File: src/rtl/cla16_bus_master_if.sv
// Byte-wide register bus between the CLA16 host master and the CLA wrapper.
// The master drives DIN/ADDR/RDWR; the wrapper returns DOUT one cycle after ADDR.
interface cla16_bus_master_if;
    logic [7:0] BUS_DIN;
    logic [7:0] BUS_ADDR;
    logic       BUS_RDWR;  // 1 = write, 0 = read
    logic [7:0] BUS_DOUT;

    modport master (
        output BUS_DIN,
        output BUS_ADDR,
        output BUS_RDWR,
        input  BUS_DOUT
    );

    modport slave (
        input  BUS_DIN,
        input  BUS_ADDR,
        input  BUS_RDWR,
        output BUS_DOUT
    );
endinterface

File: src/rtl/cla16_bus_master.sv
// Host-side initiator for the 16-bit CLA wrapper register bus.
// Writes A, B, CIN as five bytes, waits SETTLE_CYCLES, reads back four result
// bytes and presents SUM/COUT/P/G with a one-cycle DONE pulse.
// Optional readback self-check: define CLA16_MASTER_CHECK_EN.
module cla16_bus_master #(
    parameter int unsigned SETTLE_CYCLES = 2  // legal range 1..15
) (
    input  logic                      CLK,
    input  logic                      RST,
    input  logic                      START,
    input  logic [15:0]               A,
    input  logic [15:0]               B,
    input  logic                      CIN,
    output logic                      BUSY,
    output logic                      DONE,
    output logic [15:0]               SUM,
    output logic                      COUT,
    output logic [3:0]                P,
    output logic [3:0]                G,
    output logic                      MISMATCH,
    cla16_bus_master_if.master        bus
);

    typedef enum logic [2:0] {StIdle, StWrite, StSettle, StRead, StDrain, StDone} state_e;

    state_e      state_q, state_d;
    logic [3:0]  cnt_q, cnt_d;
    logic [15:0] a_q, a_d, b_q, b_d;
    logic        cin_q, cin_d;
    logic [7:0]  din_d, addr_d;
    logic        rdwr_d;
    logic [7:0]  pg_q, sum_lo_q, sum_hi_q;

    // Next state, operand latch and next bus values (bus outputs are registered from these)
    always_comb begin
        state_d = state_q;
        cnt_d   = cnt_q;
        a_d     = a_q;
        b_d     = b_q;
        cin_d   = cin_q;
        din_d   = 8'h00;
        addr_d  = 8'hFF;
        rdwr_d  = 1'b0;

        case (state_q)
            StIdle: begin
                if (START) begin
                    state_d = StWrite;
                    cnt_d   = 4'd0;
                    a_d     = A;
                    b_d     = B;
                    cin_d   = CIN;
                end
            end
            StWrite: begin
                if (cnt_q == 4'd4) begin
                    state_d = StSettle;
                    cnt_d   = 4'd0;
                end else begin
                    cnt_d = cnt_q + 4'd1;
                end
            end
            StSettle: begin
                if (cnt_q == 4'(SETTLE_CYCLES - 1)) begin
                    state_d = StRead;
                    cnt_d   = 4'd0;
                end else begin
                    cnt_d = cnt_q + 4'd1;
                end
            end
            StRead: begin
                if (cnt_q == 4'd3) begin
                    state_d = StDrain;
                    cnt_d   = 4'd0;
                end else begin
                    cnt_d = cnt_q + 4'd1;
                end
            end
            StDrain: state_d = StDone;
            StDone:  state_d = StIdle;
            default: state_d = StIdle;
        endcase

        case (state_d)
            StWrite: begin
                rdwr_d = 1'b1;
                addr_d = {5'd0, cnt_d[2:0]};
                case (cnt_d[2:0])
                    3'd0:    din_d = a_d[7:0];
                    3'd1:    din_d = a_d[15:8];
                    3'd2:    din_d = b_d[7:0];
                    3'd3:    din_d = b_d[15:8];
                    default: din_d = {7'd0, cin_d};
                endcase
            end
            StRead:  addr_d = {5'd0, cnt_d[2:0]};
            default: ;
        endcase
    end

    // Control state, latched operands and registered bus/status outputs
    always_ff @(posedge CLK) begin
        if (RST) begin
            state_q      <= StIdle;
            cnt_q        <= 4'd0;
            a_q          <= 16'd0;
            b_q          <= 16'd0;
            cin_q        <= 1'b0;
            bus.BUS_DIN  <= 8'h00;
            bus.BUS_ADDR <= 8'hFF;
            bus.BUS_RDWR <= 1'b0;
            BUSY         <= 1'b0;
            DONE         <= 1'b0;
        end else begin
            state_q      <= state_d;
            cnt_q        <= cnt_d;
            a_q          <= a_d;
            b_q          <= b_d;
            cin_q        <= cin_d;
            bus.BUS_DIN  <= din_d;
            bus.BUS_ADDR <= addr_d;
            bus.BUS_RDWR <= rdwr_d;
            BUSY         <= (state_d != StIdle);
            DONE         <= (state_d == StDone);
        end
    end

    // Readback capture: byte for read address k arrives while cnt_q == k+1; DRAIN takes byte 3
    always_ff @(posedge CLK) begin
        if (RST) begin
            pg_q     <= 8'h00;
            sum_lo_q <= 8'h00;
            sum_hi_q <= 8'h00;
            SUM      <= 16'd0;
            COUT     <= 1'b0;
            P        <= 4'd0;
            G        <= 4'd0;
        end else begin
            if (state_q == StRead) begin
                case (cnt_q)
                    4'd1:    pg_q     <= bus.BUS_DOUT;
                    4'd2:    sum_lo_q <= bus.BUS_DOUT;
                    4'd3:    sum_hi_q <= bus.BUS_DOUT;
                    default: ;
                endcase
            end
            if (state_q == StDrain) begin
                SUM  <= {sum_hi_q, sum_lo_q};
                COUT <= bus.BUS_DOUT[0];
                P    <= pg_q[7:4];
                G    <= pg_q[3:0];
            end
        end
    end

`ifdef CLA16_MASTER_CHECK_EN
    logic [16:0] ref_sum;
    assign ref_sum = {1'b0, a_q} + {1'b0, b_q} + {16'd0, cin_q};

    // Compare local reference against the bytes being committed at the end of DRAIN
    always_ff @(posedge CLK) begin
        if (RST) begin
            MISMATCH <= 1'b0;
        end else if (state_q == StDrain) begin
            MISMATCH <= (ref_sum != {bus.BUS_DOUT[0], sum_hi_q, sum_lo_q}) ||
                        (bus.BUS_DOUT[7:1] != 7'd0);
        end
    end
`else
    logic unused_dout_hi;
    assign unused_dout_hi = ^bus.BUS_DOUT[7:1];
    assign MISMATCH       = 1'b0;
`endif

endmodule

File: src/flat_wrapper.sv
// flat-port wrapper written by rule: the top's interface ports become plain ports
module cla16_bus_master_flat 
#(
    parameter int unsigned SETTLE_CYCLES = 2                      
)
  (CLK, RST, START, A, B, CIN, BUSY, DONE, SUM, COUT, P, G, MISMATCH, bus_BUS_DIN, bus_BUS_ADDR, bus_BUS_RDWR, bus_BUS_DOUT);
  cla16_bus_master_if bus_i ();
  input  logic CLK;
  input  logic RST;
  input  logic START;
  input  logic [15:0] A;
  input  logic [15:0] B;
  input  logic CIN;
  output logic BUSY;
  output logic DONE;
  output logic [15:0] SUM;
  output logic COUT;
  output logic [3:0] P;
  output logic [3:0] G;
  output logic MISMATCH;
  output wire logic [$bits(bus_i.BUS_DIN)-1:0] bus_BUS_DIN;
  output wire logic [$bits(bus_i.BUS_ADDR)-1:0] bus_BUS_ADDR;
  output wire logic [$bits(bus_i.BUS_RDWR)-1:0] bus_BUS_RDWR;
  input wire logic [$bits(bus_i.BUS_DOUT)-1:0] bus_BUS_DOUT;
  assign bus_BUS_DIN = bus_i.BUS_DIN;
  assign bus_BUS_ADDR = bus_i.BUS_ADDR;
  assign bus_BUS_RDWR = bus_i.BUS_RDWR;
  assign bus_i.BUS_DOUT = bus_BUS_DOUT;
  cla16_bus_master #(.SETTLE_CYCLES(SETTLE_CYCLES)) u_core (.CLK(CLK), .RST(RST), .START(START), .A(A), .B(B), .CIN(CIN), .BUSY(BUSY), .DONE(DONE), .SUM(SUM), .COUT(COUT), .P(P), .G(G), .MISMATCH(MISMATCH), .bus(bus_i));
endmodule
File: config.mk
export PLATFORM = sky130hd
export DESIGN_NAME = cla16_bus_master_flat
export DESIGN_NICKNAME = d
export VERILOG_FILES = /design/src/rtl/cla16_bus_master_if.sv /design/src/rtl/cla16_bus_master.sv /design/src/flat_wrapper.sv
export SDC_FILE = /design/constraint.sdc
export NUM_CORES = 1
export LEC_CHECK = 0
export ABC_CLOCK_PERIOD_IN_PS = 2900
export CAP_MARGIN = 5
export CORE_MARGIN = 2
export CORE_UTILIZATION = 50
export CTS_BUF_LIST = sky130_fd_sc_hd__clkbuf_16
export DETAILED_ROUTE_END_ITERATION = 12
export PLACE_DENSITY = 0.85
export SYNTH_ARGS = -nofsm -noshare
export SYNTH_HDL_FRONTEND = slang
export SYNTH_SLANG_ARGS = --single-unit
File: constraint.sdc
create_clock -name CLK -period 2.9 [get_ports CLK]
set_input_delay 0.58 -clock CLK [delete_from_list [all_inputs] [get_ports CLK]]
set_output_delay 0.58 -clock CLK [all_outputs]
set_load 0.01 [all_outputs]
[After elaboration in Yosys (flattened, before gate mapping)]
Index checks and enable logic that the tools add are counted.
Word-level totals
  bits in registers: 108
  logic and storage cells: 67
  bits of input ports: 44
Cells by class
  $add $sub $neg: 1
  mux-type cells: 19
  eq/ne operators: 15
  bitwise gates (word level): 2
  reduce and logical (&&, ||, !) cells: 11
Operator list (number)
  16-bit two-way mux: 4
  8-bit case mux with 4 select lines: 1
  4-bit two-way mux: 4
  4-bit case mux with 4 select lines: 1
  3-bit by 2-bit equality test with 1-bit output (second input constant): 5
  3-bit case mux with 5 select lines: 1
  3-bit two-way mux: 4
  3-bit by 1-bit equality test with 1-bit output (second input constant): 3
  4-bit by 2-bit equality test with 1-bit output (second input constant): 2
  8-bit two-way mux: 1
  2-bit AND reduction: 4
  3-bit equality test (second input constant): 2
  3-bit logical NOT: 2
  2-bit OR reduction: 3
  4-bit by 1-bit adder with 4-bit output (second input constant): 1
  4-bit by 1-bit equality test with 1-bit output (second input constant): 1
  4-bit by 3-bit equality test with 1-bit output (second input constant): 1
  4-bit nonzero test: 1
  1-bit two-way mux: 3
  3-bit nonzero test: 1
  2-bit inequality test (second input constant): 1
  1-bit NOT: 2

[Logic depth before layout (Yosys ltp)]
Gate-level depths: netlist of the first run.
  word-level depth: 7
  depth in mapped cells: 10
  mapped depth without buffers: 8

[Worst setup path before layout of the first run]
No wires, ideal clock.
  path kind: register -> register
  start: register u_core.cnt_q[0]
  end: register u_core.bus.BUS_DIN[0]
  path slack: 0.791 ns
  arrival time: 1.989 ns
  required time: 2.780 ns
  cell stages (with the launch flop): 10
  cell sequence: dfxtp_1 -> inv_1 -> ha_1 -> and4bb_2 -> o32ai_4 -> mux2_4 -> buf_12 -> mux2i_1 -> a211oi_1 -> a211o_1
Between the ends
  word-level cells in the longest chain between the ends: 6
RTL lines
  start: declaration: RTL line cla16_bus_master.sv:27  | logic [3:0] cnt_q, cnt_d;
  start signal: assignment: RTL line cla16_bus_master.sv:116  | cnt_q <= cnt_d;
  parallel branches: the longest is 6 deep, another holds 4-bit by 1-bit adder with 4-bit output
  end signal: assignment: RTL line cla16_bus_master.sv:120  | bus.BUS_DIN <= din_d;
  end: declaration: RTL line cla16_bus_master_if.sv:10  | output BUS_DIN,
Several ways; the timed one is not identified. The select of a mux whose other input is x is not followed.
A chain may end at the register's enable or synchronous reset.

[Worst setup path after layout of the first run]
Same ends and word-level chain as after synthesis.

==> results by group, run 1 <==
Outcome
  • Outcome: completed

Floorplan
  • I/O Pins: 89
  • Die Ht: ~94 um
  • Horiz. Die Dim: 94.3 um
  • DIE AREA: 0.00889 mm2
  • Core footprint: about 0.008 mm2
  • Rows: 32
  • Initial Utilization: 0.522

Logic synthesis
  • Sequential element share of the synthesized area: 0.511
  • Synth Flop Type: dfxtp_1
  • Ys Warns: 0
  • EDFF count, synth: 0
  • Mapped Cells: around 480
  • Synth Register Bits: 104
  • Post-synth cell types: 41
  • Cell Area, Synth: between 0.004 and 0.005 mm2
  • Syn Nets: 525
  • Asr flop ratio synth: 0
  • Post-Syn Area per Cell: 8.54 um2

Job
  • Max_cap viols: 0

Timing
  • RSZ-0062 raised after global routing: false
  • Setup skew after layout: 6.52 ps
  • Final Max Tran Viols: 0
  • Hold Vio Cnt, Final: 0
  • Worst rel slew slack: 0.415
  • Final TNS setup: 0 ps
  • Worst-margin pin slew: between 800 and 900 ps
  • Tmin final: 2480 ps
  • Final period utilization: 0.855
  • Highest clock rate: 404 MHz
  • Final setup viols: 0

Cells and area
  • Fillcell total: 625
  • Ant diodes: 0
  • Fin nets: 596
  • Area delta synth->final: 27.8%
  • Layout cells sized above 1: 0.0633

Power and ir drop
  • Peak supply drop: 0.321 mV
  • Sw frac: 0.239
  • Int Pwr: between 2 and 2.5 mW
  • Flop pwr share: 0.518
  • Pwr Total: 2.89 mW
  • Leak: ~1.9 nW
  • Comb pwr share: 0.106
  • Switching power: 693 uW
  • Clock share of power: 0.375
  • Pwr Density: about 560 mW/mm2

Route
  • Via density: 5.34
  • Drt pass-1 iters: 5
  • Final ANT Viol Nets: 0
  • Average wire per standard cell: 14.6 um
  • Total number of vias: 3497
  • DR DRC count: 0
  • Number of DRC markers in iteration 0: between 200 and 250
  • Wirelength, routed: 9550 um

Global routing
  • Total grt overflow: 0
  • Largest net degree at the start of global routing: 49
  • Antenna violations before repair: 0
  • Vias in the first global route: 3353
  • First-pass GRT wire length: 15700 um
  • GRT Util Overall: 0.224

Placed design
  • Hpwl dp: around 6600 um
  • Placer Congestion: ~0.92
  • # port buffers: a little under 90

Critical path
  • Nature of the critical path startpoint: flip-flop
  • Max FO, Critical Path: 18
  • WP depth: 7
  • CP Class: reg2reg
  • Worst EP required: 3120 ps
  • Critical R2R Capture: u_core.bus.BUS_DIN[0]
  • Worst setup EP type: flip-flop
  • Worst R2R Setup Slack: 420 ps
  • R2r worst-path depth: 7
  • Worst path bufs/invs: 0
  • Max stage delay on crit path: ~420 ps
  • CP arrival: around 2700 ps
  • CP Cell Sequence: ha_1 -> and4bb_4 -> o32ai_4 -> mux2_4 -> mux2i_1 -> a211oi_1 -> a211o_1
  • RR Startpoint: u_core.cnt_q[0]
  • Critical-path top delay cell: mux2_4
  • Top delay family on crit path: compound AO/OA/AOI/OAI gates

CTS
  • Max clock buf depth: 2
  • Reg clk slew, reported paths: 60 ps
  • Num Clock Sinks: between 100 and 150
  • H-tree Lvls: 3
  • Post-CTS setup buffer count: 0
  • Clock insertion delay at the later pin of the skew report: 340 ps
  • Root Driver: clkbuf_16
  • Cts hold-fix bufs: 0
  • TritonCTS clock tree: built
  • CTS-repair resized insts: 0
  • Cts bufs inserted: 9

Min path
  • Hold path startpoint: u_core.SUM[7]
  • Hold Path Depth: 2
  • WHS Endpoint: u_core.SUM[7]
  • Hold Crit Class: reg2reg
-- how the worst max path moves through the flow --
stage	startpoint	end	slack, ps
floorplan	u_core.cnt_q[0]	u_core.bus.BUS_DIN[0]	790
global route	u_core.cnt_q[0]	u_core.bus.BUS_DIN[0]	240
CTS	u_core.cnt_q[0]	u_core.bus.BUS_DIN[0]	430
detailed placement	u_core.cnt_q[0]	u_core.bus.BUS_DIN[0]	450
finish	u_core.cnt_q[0]	u_core.bus.BUS_DIN[0]	420
global placement	START	u_core.bus.BUS_DIN[0]	530
-- layer usage --
layer / track usage / wire (um) / vias to the layer above
met5: 0 / 0 / -
met4: 0.0966 / 215 / 0
met3: 0.0433 / 384 / 18
met2: 0.358 / 4630 / 93
met1: 0.294 / 4320 / 1650
li1: - / - / 1736
-- power groups by stage --
stage                     clock [mW]  sequential (mW)  combinational, mW
after floorplan                    0             1.53              0.180
after global placement             0             1.53              0.296
after detailed placement           0             1.53              0.304
after CTS                       1.09             1.50              0.306
after global routing            1.17             1.50              0.334
final                           1.09             1.50              0.307
-- synthesized netlist by cell type, types with 2 or more instances --
cell type,count,area [um2]
mux2i_1,26,260
buf_4,5,37.5
o21ai_0,2,10.0
clkbuf_1,26,97.6
nand2_1,138,518
buf_12,2,40.0
nand2b_1,3,18.8
or3b_1,2,17.5
a211o_1,3,26.3
nor2_1,19,71.3
o22a_1,6,52.6
a21oi_1,83,415
nor3b_1,2,15.0
dfxtp_1,104,2080
nand3_1,17,85.1
a22oi_1,2,15.0
ha_1,4,50.1
nand3b_1,2,15.0
inv_1,5,18.8
a211oi_1,3,22.5
nor3_1,3,15.0
-- flip-flops by register name (all words and copies together), names as in the netlist --
name and cells:
u_core.bus.BUS_DIN 8, u_core.bus.BUS_ADDR 4, u_core.sum_hi_q 8, u_core.a_q 16, u_core.BUSY 1, u_core.P 4
u_core.pg_q 8, u_core.cin_q 1, u_core.DONE 1, u_core.cnt_q 4, u_core.SUM 16, u_core.COUT 1
u_core.bus.BUS_RDWR 1, u_core.state_q 3, u_core.G 4, u_core.sum_lo_q 8, u_core.b_q 16
-- area by class of cell --
class                      instances  area, um2  share of cell area
inverter                           5       18.8             0.00360
clock inverter                     7       40.0             0.00769
tap                              102        128              0.0245
sequential                       104       2080               0.400
multi-input combinational        333       1790               0.343
timing repair buffer              95        926               0.178
clock buffer                       9        225              0.0433
-- logic make-up after synthesis --
logic type | count (synthesis) | synth area share
DFF | 104 | 0.511
muxes | 27 | 0.0676
buffers and inverters | 40 | 0.0516
other | 1 | 0.000920
AOI/OAI and AO/OA | 104 | 0.148
adders and majority gates | 4 | 0.0123
and+or+nand+nor | 197 | 0.209
-- placed cells by master (no fill, tap or decap), types with 2 or more instances in the layout --
cell type,instances
nand3b_1,2
clkdlybuf4s50_1,86
a211oi_1,3
mux2i_1,26
nand2_1,138
clkinv_2,4
a22oi_1,2
inv_1,6
ha_1,4
a211o_1,3
nor3_1,3
or3b_1,2
o22a_1,6
a21oi_1,83
nand3_1,17
buf_4,8
o21ai_0,2
clkbuf_16,9
nand2b_1,3
nor2_1,19
dfxtp_1,104
-- per-stage QoR --
step	util	worst slack (ps)	instances	hold WS, ps	instance area, um2
floorplan	-	791	477	432	4070
detailed placement	0.633	447	639	446	4940
finish	0.667	422	655	455	5210
global route	0.667	243	655	467	5210
CTS	0.667	431	655	456	5210
global placement	0.633	534	639	442	4940
-- worst reg2reg max path: stages (launching register included) --
cell and delay, ps:
dfxtp_1 340, ha_1 370, and4bb_4 300, o32ai_4 330, mux2_4 420, mux2i_1 250
a211oi_1 90, a211o_1 270
No activity file was read; power rests on OpenSTA's default activity.
==> run 2: changes to the inputs <==
--- a/config.mk
+++ b/config.mk
@@ -11,6 +11,7 @@
 export CORE_UTILIZATION = 50
 export CTS_BUF_LIST = sky130_fd_sc_hd__clkbuf_16
 export DETAILED_ROUTE_END_ITERATION = 12
+export MAX_ROUTING_LAYER = met4
 export PLACE_DENSITY = 0.85
 export SYNTH_ARGS = -nofsm -noshare
 export SYNTH_HDL_FRONTEND = slang
==> results by group, run 2 (synthesized netlist as in run 1, its figures left out) <==
Outcome
  • Outcome: completed

Critical path
  • Worst path bufs/invs: 0
  • Worst EP required: approximately 3100 ps
  • CP Class: reg2reg
  • Top delay family on crit path: compound AO/OA/AOI/OAI gates
  • Nature of the critical path startpoint: flip-flop
  • WP depth: 7
  • CP arrival: approximately 2700 ps
  • Worst R2R Setup Slack: ~410 ps
  • Max stage delay on crit path: 420 ps
  • Worst setup EP type: flip-flop
  • CP Cell Sequence: ha_1 -> and4bb_4 -> o32ai_4 -> mux2_4 -> mux2i_1 -> a211oi_1 -> a211o_1
  • Critical-path top delay cell: mux2_4
  • Max FO, Critical Path: 18
  • R2r worst-path depth: 7

Timing
  • Highest clock rate: a little over 400 MHz
  • Hold Vio Cnt, Final: 0
  • Worst-margin pin slew: about 860 ps
  • Final setup viols: 0
  • Tmin final: 2490 ps
  • Setup skew after layout: 6.85 ps
  • Final Max Tran Viols: 0
  • Final period utilization: 0.858
  • Worst rel slew slack: 0.423
  • RSZ-0062 raised after global routing: false
  • Final TNS setup: 0 ps

Power and ir drop
  • Peak supply drop: roughly 0.32 mV
  • Sw frac: 0.239
  • Comb pwr share: 0.106
  • Pwr Density: 556 mW/mm2
  • Flop pwr share: 0.519
  • Switching power: 693 uW
  • Int Pwr: 2.20 mW
  • Clock share of power: 0.376
  • Leak: 1.91 nW

Cells and area
  • Cell area after layout: 0.00521 mm2
  • Ant diodes: 0
  • Most frequent cells in the layout: nand2_1 (138), dfxtp_1 (104), clkdlybuf4s50_1 (86), a21oi_1 (83), mux2i_1 (26)
  • Layout cells sized above 1: 0.0633
  • Commonest non-fill, non-tap cell in the layout: nand2_1
  • Utilization after layout: 0.667
  • Layout Cells excl Fill: between 600 and 700
  • Fin nets: 596
  • Biggest regs: u_core.SUM x16, u_core.a_q x16, u_core.b_q x16
  • Area delta synth->final: 27.8%

CTS
  • Post-CTS setup buffer count: 0
  • Max clock buf depth: 2
  • Reg clk slew, reported paths: ~60 ps
  • CTS-repair resized insts: 0
  • TritonCTS clock tree: built
  • Clock insertion delay at the later pin of the skew report: 340 ps
  • Cts bufs inserted: 9
  • Cts hold-fix bufs: 0
  • Root Driver: clkbuf_16
  • H-tree Lvls: 3
  • Num Clock Sinks: 104

Placed design
  • Placed instance area: ~0.005 mm2
  • Hpwl dp: approximately 6600 um
  • Placer Congestion: ~0.94
  • # port buffers: just under 90
  • DP Cell Count: around 640

Global routing
  • Total grt overflow: 0
  • Largest net degree at the start of global routing: slightly below 50
  • Antenna violations before repair: 0
  • GRT Util Overall: 0.230
  • Vias in the first global route: around 3.4k
  • First-pass GRT wire length: about 16000 um

Floorplan
  • I/O Pins: 89
  • Core footprint: 0.00781 mm2
  • Horiz. Die Dim: 94.3 um
  • Die Ht: roughly 94 um
  • Rows: 32
  • Initial Utilization: 0.522
  • DIE AREA: 0.00889 mm2

Job
  • Max_cap viols: 0

Route
  • Final ANT Viol Nets: 0
  • DR DRC count: 0
  • Wirelength, routed: approximately 9600 um
  • Total number of vias: between 3k and 4k
  • Average wire per standard cell: 14.6 um
  • Drt pass-1 iters: 5
  • Via density: about 5.3
  • Number of DRC markers in iteration 0: about 250

Min path
  • Hold Crit Class: reg2reg
  • Hold Path Depth: 2
-- run 2: cell counts in the layout (fill, tap and decap cells not counted) --
Identical to the previous run, type by type.
-- run 2: path summary, 6_finish.rpt --
check,startpoint,end
setup / recovery,u_core.cnt_q[0],u_core.bus.BUS_DIN[0]
hold / removal,u_core.SUM[7],u_core.SUM[7]
setup reg to reg,u_core.cnt_q[0],u_core.bus.BUS_DIN[0]
hold reg to reg,u_core.SUM[7],u_core.SUM[7]
-- run 2: layout make-up --
class / instances / area (um2)
fill: 625 / 2600
sequential: 104 / 2080
multi-input combinational: 333 / 1790
timing repair buffer: 95 / 926
clock buffer: 9 / 225
tap: 102 / 128
clock inverter: 7 / 40.0
inverter: 5 / 18.8
-- run 2: power by group through the flow --
stage | registers [mW] | clock network [mW] | logic (mW)
2_1_floorplan | 1.53 | 0 | 0.180
3_3_place_gp | 1.53 | 0 | 0.296
3_5_place_dp | 1.53 | 0 | 0.304
4_1_cts | 1.50 | 1.09 | 0.306
5_1_grt | 1.50 | 1.17 | 0.334
6_report | 1.50 | 1.09 | 0.307
-- run 2: per-layer routing --
metal | up-vias | global-route usage | part of all wire
met5 | - | - | 0
met4 | 0 | 0.0966 | 0.025
met3 | 25 | 0.0433 | 0.044
met2 | 100 | 0.358 | 0.48
met1 | 1631 | 0.295 | 0.45
li1 | 1736 | - | -
-- run 2: worst reg2reg max path, cell delays in order, from the launching register on --
cell	delay (ps)
dfxtp_1	340
ha_1	380
and4bb_4	300
o32ai_4	330
mux2_4	420
mux2i_1	250
a211oi_1	90
a211o_1	270
-- run 2: per-stage QoR --
stage	setup WS, ps	total power [mW]	hold slack (ps)
floorplan	791	1.71	432
global placement	534	1.83	442
detailed placement	447	1.84	446
CTS	431	2.90	456
global route	243	3.01	467
finish	413	2.89	455
==> variant, RTL diff (settings of run 1) <==
Build with the macro `CLA16_MASTER_CHECK_EN` defined.
--- a/src/rtl/cla16_bus_master.sv
+++ b/src/rtl/cla16_bus_master.sv
@@ -2,6 +2,8 @@
 // Writes A, B, CIN as five bytes, waits SETTLE_CYCLES, reads back four result
 // bytes and presents SUM/COUT/P/G with a one-cycle DONE pulse.
 // Optional readback self-check: define CLA16_MASTER_CHECK_EN.
+`define CLA16_MASTER_CHECK_EN
+
 module cla16_bus_master #(
     parameter int unsigned SETTLE_CYCLES = 2  // legal range 1..15
 ) (
Check against the original RTL: no difference found for any inputs over 10 cycles, from zero or initial values and one cycle with RST high; that may be too few to reach the edited logic, so the function may still have changed.
==> variant against run 1 <==
The flow now finishes with violations (setup timing). Clock skew up 1.4 ps. Maximum frequency down 22%. Wire length up 46%. Worst setup slack worse by 720 ps. Critical path depth up 3. Power up 17%. Cell area up 31%. Sequential cell count up 1. Hold slack about the same. Cell count up 34%. Area after synthesis up 33%. Combinational power up 110%. Largest cell class is now multi-input gates.
==> variant: results (changes against run 1) <==
{| class="wikitable"
! Metric !! Value
|-
| Result of the run || complete, but fails checks (was complete, no violations)
|-
| Failing checks || setup timing
|-
| Final sum of negative setup slack || -296 ps (was 0 ps)
|-
| Setup slack at placement || -246 ps (was 447 ps)
|-
| Worst skew pair latency || 360 ps (was 340 ps)
|-
| Library cells used by synthesis || 65 (was 41)
|-
| Biggest fanout along the worst timing path || 2 (was 18)
|-
| Summed area of non-filler cells in the final layout || 6800 um^2 (was 5210 um^2)
|-
| Number of cells produced by synthesis || 651 (was 477)
|-
| Cell area after placement || 6470 um^2 (was 4940 um^2)
|-
| Synth Area in Compound Gates || 16.5% (was 14.8%)
|-
| Critical path's slowest cell || sky130_fd_sc_hd__fa_1 (was sky130_fd_sc_hd__mux2_4)
|-
| Number of optimization iterations in the first detailed-route pass || 5 (unchanged)
|-
| R2r worst-path depth || 10 (was 7)
|-
| Post-DP HPWL || 10300 um (was 6620 um)
|-
| Antenna-violating nets left || 0 (unchanged)
|-
| Async S/R FF share, synth || 0% (unchanged)
|-
| Worst Tran Pin Value || 916 ps (was 875 ps)
|-
| Final Skew || 7.93 ps (was 6.52 ps)
|-
| First-iteration detailed-routing DRC count || 342 (was 226)
|-
| Vias in the first global route || 4596 (was 3353)
|-
| Leakage power || 0.00267 uW (was 0.00191 uW)
|-
| CP arrival || 3450 ps (was 2700 ps)
|-
| Total clock buffers created by CTS || 9 (unchanged)
|-
| Post-synth net total || 716 (was 525)
|-
| Global-route usage over all layers || 24.6% (was 22.4%)
|-
| Slowest stage delay, CP || 510 ps (was 420 ps)
|-
| Vias || 4802 (was 3497)
|-
| Share of the cycle needed by the critical path after routing || 110% (was 85.5%)
|-
| Xor/xnor cell area share of the yosys netlist || 3.55% (was 0%)
|-
| Setup-failing EPs final || 1 (was 0)
|-
| Top cells by instance count after synthesis || 126 x sky130_fd_sc_hd__nand2_1, 105 x sky130_fd_sc_hd__dfxtp_1, 76 x sky130_fd_sc_hd__a21oi_1 (was 138 x sky130_fd_sc_hd__nand2_1, 104 x sky130_fd_sc_hd__dfxtp_1, 83 x sky130_fd_sc_hd__a21oi_1)
|-
| Adder and majority gate portion of the synthesized area || 5.12% (was 1.23%)
|-
| Wire length of the first global-routing pass || 22600 um (was 15700 um)
|-
| Sequential share of the synthesized area || 38.7% (was 51.1%)
|-
| Per-cell routed wire length || 15.9 um (was 14.6 um)
|-
| Kind of cell with the highest combined delay on the critical path || simple AND/OR/NAND/NOR gates (was compound AO/OA/AOI/OAI gates)
|-
| Share of post-route cells with drive strength above 1 || 8.92% (was 6.33%)
|-
| Setup slack after layout || -296 ps (was 422 ps)
|-
| IR Drop Worst-Case VDD || 0.314 mV (was 0.321 mV)
|-
| Post-cts repair resize count || 1 (was 0)
|-
| Final GP Congestion || 0.849 (was 0.920)
|-
| Number of fill cells || 944 (was 625)
|-
| Pin count of the biggest net entering global routing || 92 (was 49)
|-
| Port Buf Inserts || 88 (was 87)
|}
==> variant: layout make-up <==
| type | count | share of cell area (%) |
|---|---|---|
| Clock buffer | 9 | 3.31 |
| Timing Repair Buffer | 114 | 16.1 |
| Sequential cell | 105 | 30.9 |
| Tap cell | 140 | 2.57 |
| Inverter | 15 | 0.828 |
| Multi-Input combinational cell | 490 | 45.3 |
| Clock inverter | 7 | 0.920 |
==> variant: worst paths after layout <==
kind	to	slack [ps]	from
max reg2reg	u_core.MISMATCH	-300	u_core.a_q[0]
min reg2reg	u_core.SUM[0]	450	u_core.SUM[0]
max	u_core.MISMATCH	-300	u_core.a_q[0]
min	u_core.SUM[0]	450	u_core.SUM[0]
==> variant: where the power goes <==
group	internal, uW	leakage, uW	switching, uW
clock	601	0.000137	591
combinational	310	0.00167	340
sequential	1490	0.000855	42.4
total	2400	0.00267	974
==> variant: per-layer routing <==
| layer | global-route usage (%) | vias up | routed length [um] |
|---|---|---|---|
| met2 | 42.0 | 106 | 6980 |
| li1 | - | 2418 | - |
| met1 | 31.6 | 2262 | 6160 |
| met4 | 9.43 | 0 | 223 |
| met3 | 3.19 | 16 | 595 |
| met5 | 0 | - | 0 |
==> variant: worst min-delay path, delay by kind of cell (launching register included) <==
| kind | cells | cell delay, ps |
|---|---|---|
| flip-flops | 1 | 310 |
| AND/OR/NAND/NOR | 1 | 50 |
| AO/OA/AOI/OAI | 1 | 50 |
==> variant: metrics by stage <==
step / cells / total power, uW / hold WS (ps)
floorplan: 651 / 1980 / 431
global placement: 863 / 2190 / 443
detailed placement: 863 / 2200 / 446
CTS: 879 / 3380 / 456
global route: 880 / 3520 / 473
finish: 880 / 3380 / 455
